File: config.mk
export PLATFORM = sky130hd
export DESIGN_NAME = fifo_rd_stream
export DESIGN_NICKNAME = d
export VERILOG_FILES = /design/src/rtl/fifo_pkg.sv /design/src/rtl/fifo_rd_skid.sv /design/src/rtl/fifo_rd_stream.sv
export SDC_FILE = /design/constraint.sdc
export NUM_CORES = 1
export LEC_CHECK = 0
export CORE_UTILIZATION = 50
export DETAILED_ROUTE_END_ITERATION = 6
export GPL_TIMING_DRIVEN = 0
export HOLD_SLACK_MARGIN = 0.15
export PLACE_DENSITY = 0.76
export RECOVER_POWER = 50
export SLEW_MARGIN = 30
export SYNTH_ARGS = -nofsm -noshare
export SYNTH_HDL_FRONTEND = slang
export SYNTH_HIERARCHICAL = 1
export SYNTH_SLANG_ARGS = --single-unit
File: constraint.sdc
create_clock -name clk -period 2.2 [get_ports clk]
set_clock_uncertainty 0.1 [all_clocks]
set_input_delay 0.44 -clock clk [delete_from_list [all_inputs] [get_ports clk]]
set_output_delay 0.44 -clock clk [all_outputs]
set_load 0.01 [all_outputs]
File: src/rtl/fifo_pkg.sv
// ---------------------------------------------------------------------------
// fifo_pkg
//   Shared constants for the sync_fifo read-side stream adapter.
//   DATA_W_DEFAULT : default data width (matches sync_fifo)
//   FIFO_RD_LAT    : sync_fifo read latency in cycles (fifo_dout valid the
//                    cycle after fifo_rd_en)
//   BUF_DEPTH      : output buffer entries; one more than the steady-state
//                    occupancy needed to cover the read latency and the
//                    registered credit check
//   PTR_W          : buffer pointer / occupancy width
//   ptr_inc()      : circular pointer increment, wraps BUF_DEPTH-1 -> 0
// ---------------------------------------------------------------------------
package fifo_pkg;

  localparam int DATA_W_DEFAULT = 8;
  localparam int FIFO_RD_LAT    = 1;
  localparam int BUF_DEPTH      = 3;
  localparam int PTR_W          = 2;

  function automatic logic [PTR_W-1:0] ptr_inc(input logic [PTR_W-1:0] p);
    return (p == PTR_W'(BUF_DEPTH - 1)) ? '0 : p + 1'b1;
  endfunction

endpackage

File: src/rtl/fifo_rd_skid.sv
// ---------------------------------------------------------------------------
// fifo_rd_skid
//   3-entry circular output buffer for fifo_rd_stream. Words pushed at the
//   tail, head presented combinationally, popped by the consumer handshake.
//   Simultaneous push and pop keeps occupancy unchanged and preserves order.
// Ports
//   clk        in   clock, posedge
//   reset      in   asynchronous active-low reset (clears pointers/occupancy)
//   push       in   write push_data at the tail this edge
//   push_data  in   DW-bit word to store
//   pop        in   advance the head this edge (ignored when empty)
//   occ        out  current occupancy, 0..BUF_DEPTH
//   head_data  out  word at the head; 0 when the buffer is empty
// ---------------------------------------------------------------------------
module fifo_rd_skid
  import fifo_pkg::*;
#(
  parameter int DW = DATA_W_DEFAULT
) (
  input  logic             clk,
  input  logic             reset,
  input  logic             push,
  input  logic [DW-1:0]    push_data,
  input  logic             pop,
  output logic [PTR_W-1:0] occ,
  output logic [DW-1:0]    head_data
);

  logic [DW-1:0]    mem_reg [BUF_DEPTH];
  logic [PTR_W-1:0] wr_ptr_reg;
  logic [PTR_W-1:0] rd_ptr_reg;
  logic [PTR_W-1:0] occ_reg;
  logic [PTR_W-1:0] occ_next;
  logic             pop_ok;

  assign pop_ok = pop && (occ_reg != '0);

  always_comb begin
    occ_next = occ_reg;
    case ({push, pop_ok})
      2'b10:   occ_next = occ_reg + 1'b1;
      2'b01:   occ_next = occ_reg - 1'b1;
      default: occ_next = occ_reg;
    endcase
  end

  always_ff @(posedge clk or negedge reset) begin
    if (!reset) begin
      wr_ptr_reg <= '0;
      rd_ptr_reg <= '0;
      occ_reg    <= '0;
    end else begin
      if (push)   wr_ptr_reg <= ptr_inc(wr_ptr_reg);
      if (pop_ok) rd_ptr_reg <= ptr_inc(rd_ptr_reg);
      occ_reg <= occ_next;
    end
  end

  // Data storage carries no reset; the empty case is masked at the output.
  always_ff @(posedge clk) begin
    if (push) mem_reg[wr_ptr_reg] <= push_data;
  end

  assign occ       = occ_reg;
  assign head_data = (occ_reg != '0) ? mem_reg[rd_ptr_reg] : '0;

endmodule

File: src/rtl/fifo_rd_stream.sv
// ---------------------------------------------------------------------------
// fifo_rd_stream
//   Read-side master for sync_fifo. Pops words from the FIFO and presents
//   them on a valid/ready stream. The FIFO read latency is absorbed by a
//   3-entry buffer; reads are issued on credit (buffered + in-flight < 3), so
//   fifo_rd_en never depends on m_ready combinationally.
// Ports
//   clk         in   clock, posedge
//   reset       in   asynchronous active-low reset
//   fifo_empty  in   sync_fifo empty flag
//   fifo_dout   in   sync_fifo read data, valid the cycle after fifo_rd_en
//   fifo_rd_en  out  pop request to sync_fifo
//   m_valid     out  stream word available
//   m_data      out  stream data (buffer head)
//   m_ready     in   consumer accepts when m_valid && m_ready
//   rd_count    out  delivered-word counter (only with FIFO_RD_CNT_EN)
// Configuration
//   FIFO_RD_CNT_EN : when defined, adds parameter CNT_W and the wrapping
//                    rd_count output incremented on every pop.
// ---------------------------------------------------------------------------
module fifo_rd_stream
  import fifo_pkg::*;
#(
  parameter int DATA_W = DATA_W_DEFAULT
`ifdef FIFO_RD_CNT_EN
  , parameter int CNT_W = 16
`endif
) (
  input  logic              clk,
  input  logic              reset,
  input  logic              fifo_empty,
  input  logic [DATA_W-1:0] fifo_dout,
  output logic              fifo_rd_en,
  output logic              m_valid,
  output logic [DATA_W-1:0] m_data,
  input  logic              m_ready
`ifdef FIFO_RD_CNT_EN
  , output logic [CNT_W-1:0] rd_count
`endif
);

  logic [FIFO_RD_LAT-1:0] inflight_reg;
  logic [PTR_W-1:0]       occ;
  logic [2:0]             pending;
  logic                   pop;

  // Words already committed to the buffer: held plus still in the FIFO's
  // read pipeline. Issue only while this leaves room for the new word.
  assign pending    = {1'b0, occ} + {2'b00, inflight_reg[0]};
  assign fifo_rd_en = reset && !fifo_empty && (pending < 3'(BUF_DEPTH));

  assign m_valid = (occ != '0);
  assign pop     = m_valid && m_ready;

  always_ff @(posedge clk or negedge reset) begin
    if (!reset) inflight_reg <= '0;
    else        inflight_reg <= FIFO_RD_LAT'(fifo_rd_en);
  end

  fifo_rd_skid #(
    .DW (DATA_W)
  ) u_skid (
    .clk       (clk),
    .reset     (reset),
    .push      (inflight_reg[0]),
    .push_data (fifo_dout),
    .pop       (pop),
    .occ       (occ),
    .head_data (m_data)
  );

`ifdef FIFO_RD_CNT_EN
  logic [CNT_W-1:0] rd_count_reg;

  always_ff @(posedge clk or negedge reset) begin
    if (!reset)   rd_count_reg <= '0;
    else if (pop) rd_count_reg <= rd_count_reg + 1'b1;
  end

  assign rd_count = rd_count_reg;
`endif

endmodule

* Yosys cells after proc, flatten, opt, wreduce, memory -nomap -nowiden
Memories as Yosys holds them, arrays and structs flattened.
Cells that the tools add are included.
** Word-level totals
- Bits in registers :: 7
- Input port bits :: 12
- Output and inout bits :: 10
- Bits in writable memories :: 24
- Memories kept :: 1
- Logic and storage cells :: 28
** Cells by class
- Equal/unequal tests :: 4
- Reductions and logical operators :: 7
- Add/sub/neg operators :: 5
- $lt $le $gt $ge :: 1
- Multiplexer cells :: 6
** Memory list
- u_skid.mem_reg :: depth 3, width 8, read ports 1, clocked after Yosys merged registers in 0, wr ports 1, line fifo_rd_skid.sv:29 : logic [DW-1:0] mem_reg [BUF_DEPTH];
** Operator list (count)
- 2-to-1 mux 8 bit :: 1
- adder 2 x 1 -> 2 bit (second input constant) :: 3
- equality test 2 bit (second input constant) :: 3
- logical AND 1 bit :: 4
- 2-to-1 mux 2 bit :: 2
- one-hot mux 2 bit (2 select lines) :: 1
- nonzero test 2 bit :: 2
- adder 2 x 1 -> 3 bit :: 1
- less-than comparator 3 x 2 -> 1 bit (second input constant) :: 1
- equality test 2 x 1 -> 1 bit (second input constant) :: 1
- 2-to-1 mux 1 bit :: 2
- subtractor 2 x 1 -> 2 bit (second input constant) :: 1
- logical NOT 1 bit :: 1

* Depth between registers and ports, before layout
- Word-level depth :: 5
- Depth in mapped cells :: 8
- Gate-level depth less buffers :: 8

* Hierarchy
The synthesis kept the hierarchy.
** Modules (own cells, without submodules)
- fifo_rd_skid :: times used 1, cells each 76, area each 1242.4 sq um
- fifo_rd_stream :: times used 1, cells each 7, area each 86.3 sq um

* Worst setup path before layout
Ideal clock, no wire load.
- Path type :: reg2out
- From :: register u_skid.occ_reg[0] (netlist: u_skid/occ[0])
- To :: output fifo_rd_en
- Cell stages (with the launch flop) :: 4
- Slack :: 0.318 ns
- Data required time :: 1.660 ns
- Data arrival time :: 1.342 ns
- Path through :: dfrtp_1 -> ha_1 -> ha_1 -> a2111oi_2
** On the way
- Cells in the longest elaborated chain, start to end :: 3
** Ends and longest elaborated chain
- start, declared :: line fifo_rd_skid.sv:32 : logic [PTR_W-1:0] occ_reg;
- start signal, assigned :: line fifo_rd_skid.sv:55 : occ_reg <= occ_next;
- adder 2 x 1 -> 3 bit :: line fifo_rd_stream.sv:49 : assign pending = {1'b0, occ} + {2'b00, inflight_reg[0]};
- less-than comparator 3 x 2 -> 1 bit :: line fifo_rd_stream.sv:50 : assign fifo_rd_en = reset && !fifo_empty && (pending < 3'(BUF_DEPTH));
- logical AND 1 bit :: line fifo_rd_stream.sv:50
- end, declared :: line fifo_rd_stream.sv:33 : output logic fifo_rd_en,
Every way passes these cells.

* Worst setup path in the final report
- From :: register u_skid.rd_ptr_reg[0]
- To :: output m_data[3]
** On the way
- Cells in the longest elaborated chain, start to end :: 2
** Ends and longest elaborated chain
- start, declared :: line fifo_rd_skid.sv:31 : logic [PTR_W-1:0] rd_ptr_reg;
- start signal, assigned :: line fifo_rd_skid.sv:54 : if (pop_ok) rd_ptr_reg <= ptr_inc(rd_ptr_reg);
- memory (3 x 8 bit)
- 2-to-1 mux 8 bit :: line fifo_rd_skid.sv:65 : assign head_data = (occ_reg != '0) ? mem_reg[rd_ptr_reg] : '0;
- end, declared :: line fifo_rd_stream.sv:35 : output logic [DATA_W-1:0] m_data,
Every way passes these cells.

==> metrics.md <==
| Metric | Value |
|---|---|
| Status | `finished, violations left` |
| Failing checks | `setup timing` |
| Achievable Freq | `roughly 0.45 GHz` |
| Startpoint Class | `flop` |
| Critical path class | `reg2out` |
| Worst slew margin | `between 40 and 50%` |
| Combinational power share | `approximately 44%` |
| Die Area | `roughly 2900 µm²` |
| Final nets | `135` |
| ANT nets after route | `0` |
| XOR/XNOR Fraction of Synth Area | `a little under 2%` |
| FILL cells | `190` |
| First-pass GRT wire length | `approximately 3.3 mm` |
| Drt drc | `0` |
| Vias in the first global route | `slightly above 700` |
| Layout cells sized above 1 | `around 37%` |
| Arr. time, crit path | `between 1500 and 2000 ps` |
| R2R cell count | `9` |
| Setup Viol. Count Final | `4` |
| Crit. Startpoint | `u_skid/rd_ptr_reg[0]` |
| Post-detail-place hpwl | `1.43 mm` |
| Pwr per Cell Area | `about 1300 nW/µm²` |
| Leak | `between 0.7 and 0.8 nW` |
| Worst r2r src | `u_skid/occ[0]` |
| Post-route cell area | `roughly 1800 µm²` |
| Unrepaired setup endpoints after global routing | `yes` |
| Critical path's most frequent cell | `buf_6` |
| Die Width | `roughly 54 µm` |
| Area growth from synthesis to layout | `32.2%` |
| Final min period | `2240 ps` |
| Max-slew violation count | `0` |
| WP buf/inv | `4` |
| Synthesized area per cell | `about 16 µm²` |
| Largest family of logic cells by synthesized area | `multiplexers` |
| Congestion Overflow GR | `0` |
| Synth Area in Compound Gates | `3.95%` |
| Root Driver | `clkbuf_4` |
| Hold depth | `2` |
| Routed WL | `about 2.3 mm` |
| Sequential area share after synthesis | `67.4%` |
| Min-delay worst type | `reg2reg` |
| Flop pwr share | `a little under two fifths` |
| Simple-gate share of the synthesized area | `approximately 6.8%` |
| Slowest stage delay, CP | `roughly 400 ps` |
| Final Hold Viols | `0` |
| Skew-Pair Late Insertion Delay | `between 300 and 400 ps` |
| Worst-path cell chain | `buf_6, buf_6, buf_6, mux2_4, mux2i_1, nor2_1, buf_2` |
| Post-Syn Area | `roughly 1300 µm²` |
| FP Rows | `18` |
| Longest Clk Path Bufs | `2` |
| DIE HEIGHT | `approximately 54 µm` |
| Switching part of the total | `a little under a third` |
| Vias | `around 790` |
| Port Buffers | `21` |
| Critical Path RT | `between 1500 and 2000 ps` |
| Placed Area | `1590 µm²` |
| VDD IR-drop max | `a little over 1 mV` |
| DR iter-0 viols | `12` |
| Synth Instances | `between 80 and 90` |
| CTS sink count | `31` |
| Most common cell after layout, fill and taps aside | `edfxtp_1` |
| ANT cells | `0` |
| CTS H-tree lvls | `2` |
| WL per Instance | `between 15 and 20 µm` |
| Boundary pin count | `22` |
| Critical path depth in cells | `7` |
| Starting Density | `~53%` |
| Max FFs per register | `24` |
| Core ar. | `2500 µm²` |
| Int Pwr | `1.52 mW` |
| Mux contribution to synthesized area | `14.8%` |
| Final WS setup | `-42.8 ps` |
| Routability congestion estimate | `roughly 0.65` |
| Num CTS Buffers | `5` |
| CP max FO | `4` |
| GRT Total Usage | `between 10% and 20%` |
| Worst setup EP type | `output pin` |
| Routed vias/inst | `between 5 and 6` |
| Clock share of power | `approximately a fifth` |
| Syn nets | `98` |
| CP max-delay cell | `dfrtp_1` |
| Largest delay share family, worst path | `buffers and inverters` |
| Most frequent cells in the layout | `edfxtp_1, nor2_1, dlygate4sd3_1` |
| Setup tns final | `-151 ps` |
| Post-synthesis cell type count | `23` |
| Synth Area in Adders | `2.82%` |
| Core Util, Final | `between 70% and 80%` |
| DR pass1 iterations | `4` |
| Yosys warns | `6` |
| Largest net degree at the start of global routing | `11` |
| CTS tree | `yes` |
| Final worst path period share | `102%` |
| Initial antenna violation count | `0` |
| Psw | `just over 0.7 mW` |
| Tightest Pin Transition | `roughly 810 ps` |
| Clock transition at the registers of the reported paths | `~90 ps` |
| Hold Path Origin | `u_skid/rd_ptr_reg[1]` |
| Maxcap violations | `0` |
| Flops & latches, synth | `31` |
## worst paths after layout
kind                                              to  slack, ps
worst min-delay path            u_skid/rd_ptr_reg[1]        460
worst min register to register  u_skid/rd_ptr_reg[1]        460
worst max-delay path                       m_data[3]        -40
worst max register to register         u_skid/occ[1]        120
max in group asynchronous              u_skid/occ[1]       1110
min in group asynchronous               inflight_reg        610
## per-stage QoR
stage | hold WS [ps] | setup slack, ps | std cells | power [mW]
after floorplan | 44.4 | 318 | 83 | 1.36
after global placement | 401 | -497 | 134 | 1.66
after detailed placement | 434 | -542 | 134 | 1.69
after CTS | 440 | -92.8 | 148 | 2.14
after global routing | 488 | -155 | 151 | 2.34
final | 463 | -42.8 | 151 | 2.22
## power groups by stage
stage / sequential, mW / combinational [mW] / clock [mW]
2_1_floorplan: 0.818 / 0.544 / 0
3_3_place_gp: 0.829 / 0.830 / 0
3_5_place_dp: 0.844 / 0.851 / 0
4_1_cts: 0.823 / 0.897 / 0.425
5_1_grt: 0.850 / 1.04 / 0.450
6_report: 0.837 / 0.969 / 0.415
## metal layers
metal | wire length, µm | global-route usage, % | share of wire (%) | vias up
met1 | 1000 | 21.2 | 44 | 389
met4 | 13 | 7.89 | 0.57 | 0
met3 | 78 | 6.21 | 3.4 | 2
li1 | - | - | - | 381
met2 | 1200 | 28.7 | 52 | 16
met5 | 0 | 0 | 0 | -
## worst reg2reg max path, delay by kind of cell, from the launching register on
kind                       cells  cell delay [ps]
AOI/OAI and AO/OA              1              100
adders and majority gates      1              310
DFF                            1              440
xor gates and xnor gates       1              160
buffers and inverters          3              380
and+or+nand+nor                3              520
## synth_stat cells
cell type	n	share of area, %
mux2_4	7	7.9
dfrtp_1	7	13
buf_6	1	0.85
edfxtp_1	24	54
a21o_2	1	0.66
xor2_1	1	0.66
ha_1	3	2.8
nor3_1	2	0.75
nand2b_1	1	0.47
o21ai_2	1	0.66
inv_1	3	0.85
a2111oi_2	1	1.1
mux2i_1	8	6.0
nor2_1	11	3.1
o21ai_0	1	0.38
a21o_1	2	1.1
mux2_2	1	0.85
nor3b_1	1	0.57
or2_4	1	0.66
and2_4	1	0.66
xnor2_1	2	1.3
nand2_1	2	0.57
buf_4	1	0.57
## cell families (layout without fill, tap and decap cells)
family,after synthesis,in the layout
xor gates and xnor gates,3,3
muxes,16,16
adders and majority gates,3,3
and+or+nand+nor,19,19
DFF,31,31
AOI/OAI and AO/OA,6,6
buffers and inverters,5,43
## timing repair
item,CTS,global route
pin swaps,0,4
setup endpoints to repair,9,7
hold buffers,1,0
endpoints found under the hold margin,7,0
setup buffers,5,3
resized for setup,32,10
## final cells by class
| type | count | area, µm² | area share [%] |
|---|---|---|---|
| repair buffers | 30 | 256 | 14.6 |
| inverters | 3 | 11.3 | 0.641 |
| clock buffers | 5 | 37.5 | 2.14 |
| plain buffers | 2 | 18.8 | 1.07 |
| well taps | 30 | 37.5 | 2.14 |
| flip-flops and latches | 31 | 898 | 51.1 |
| clock inverters | 3 | 38.8 | 2.21 |
| multi-input cells | 47 | 458 | 26.1 |
No activity file was read; power rests on OpenSTA's default activity.
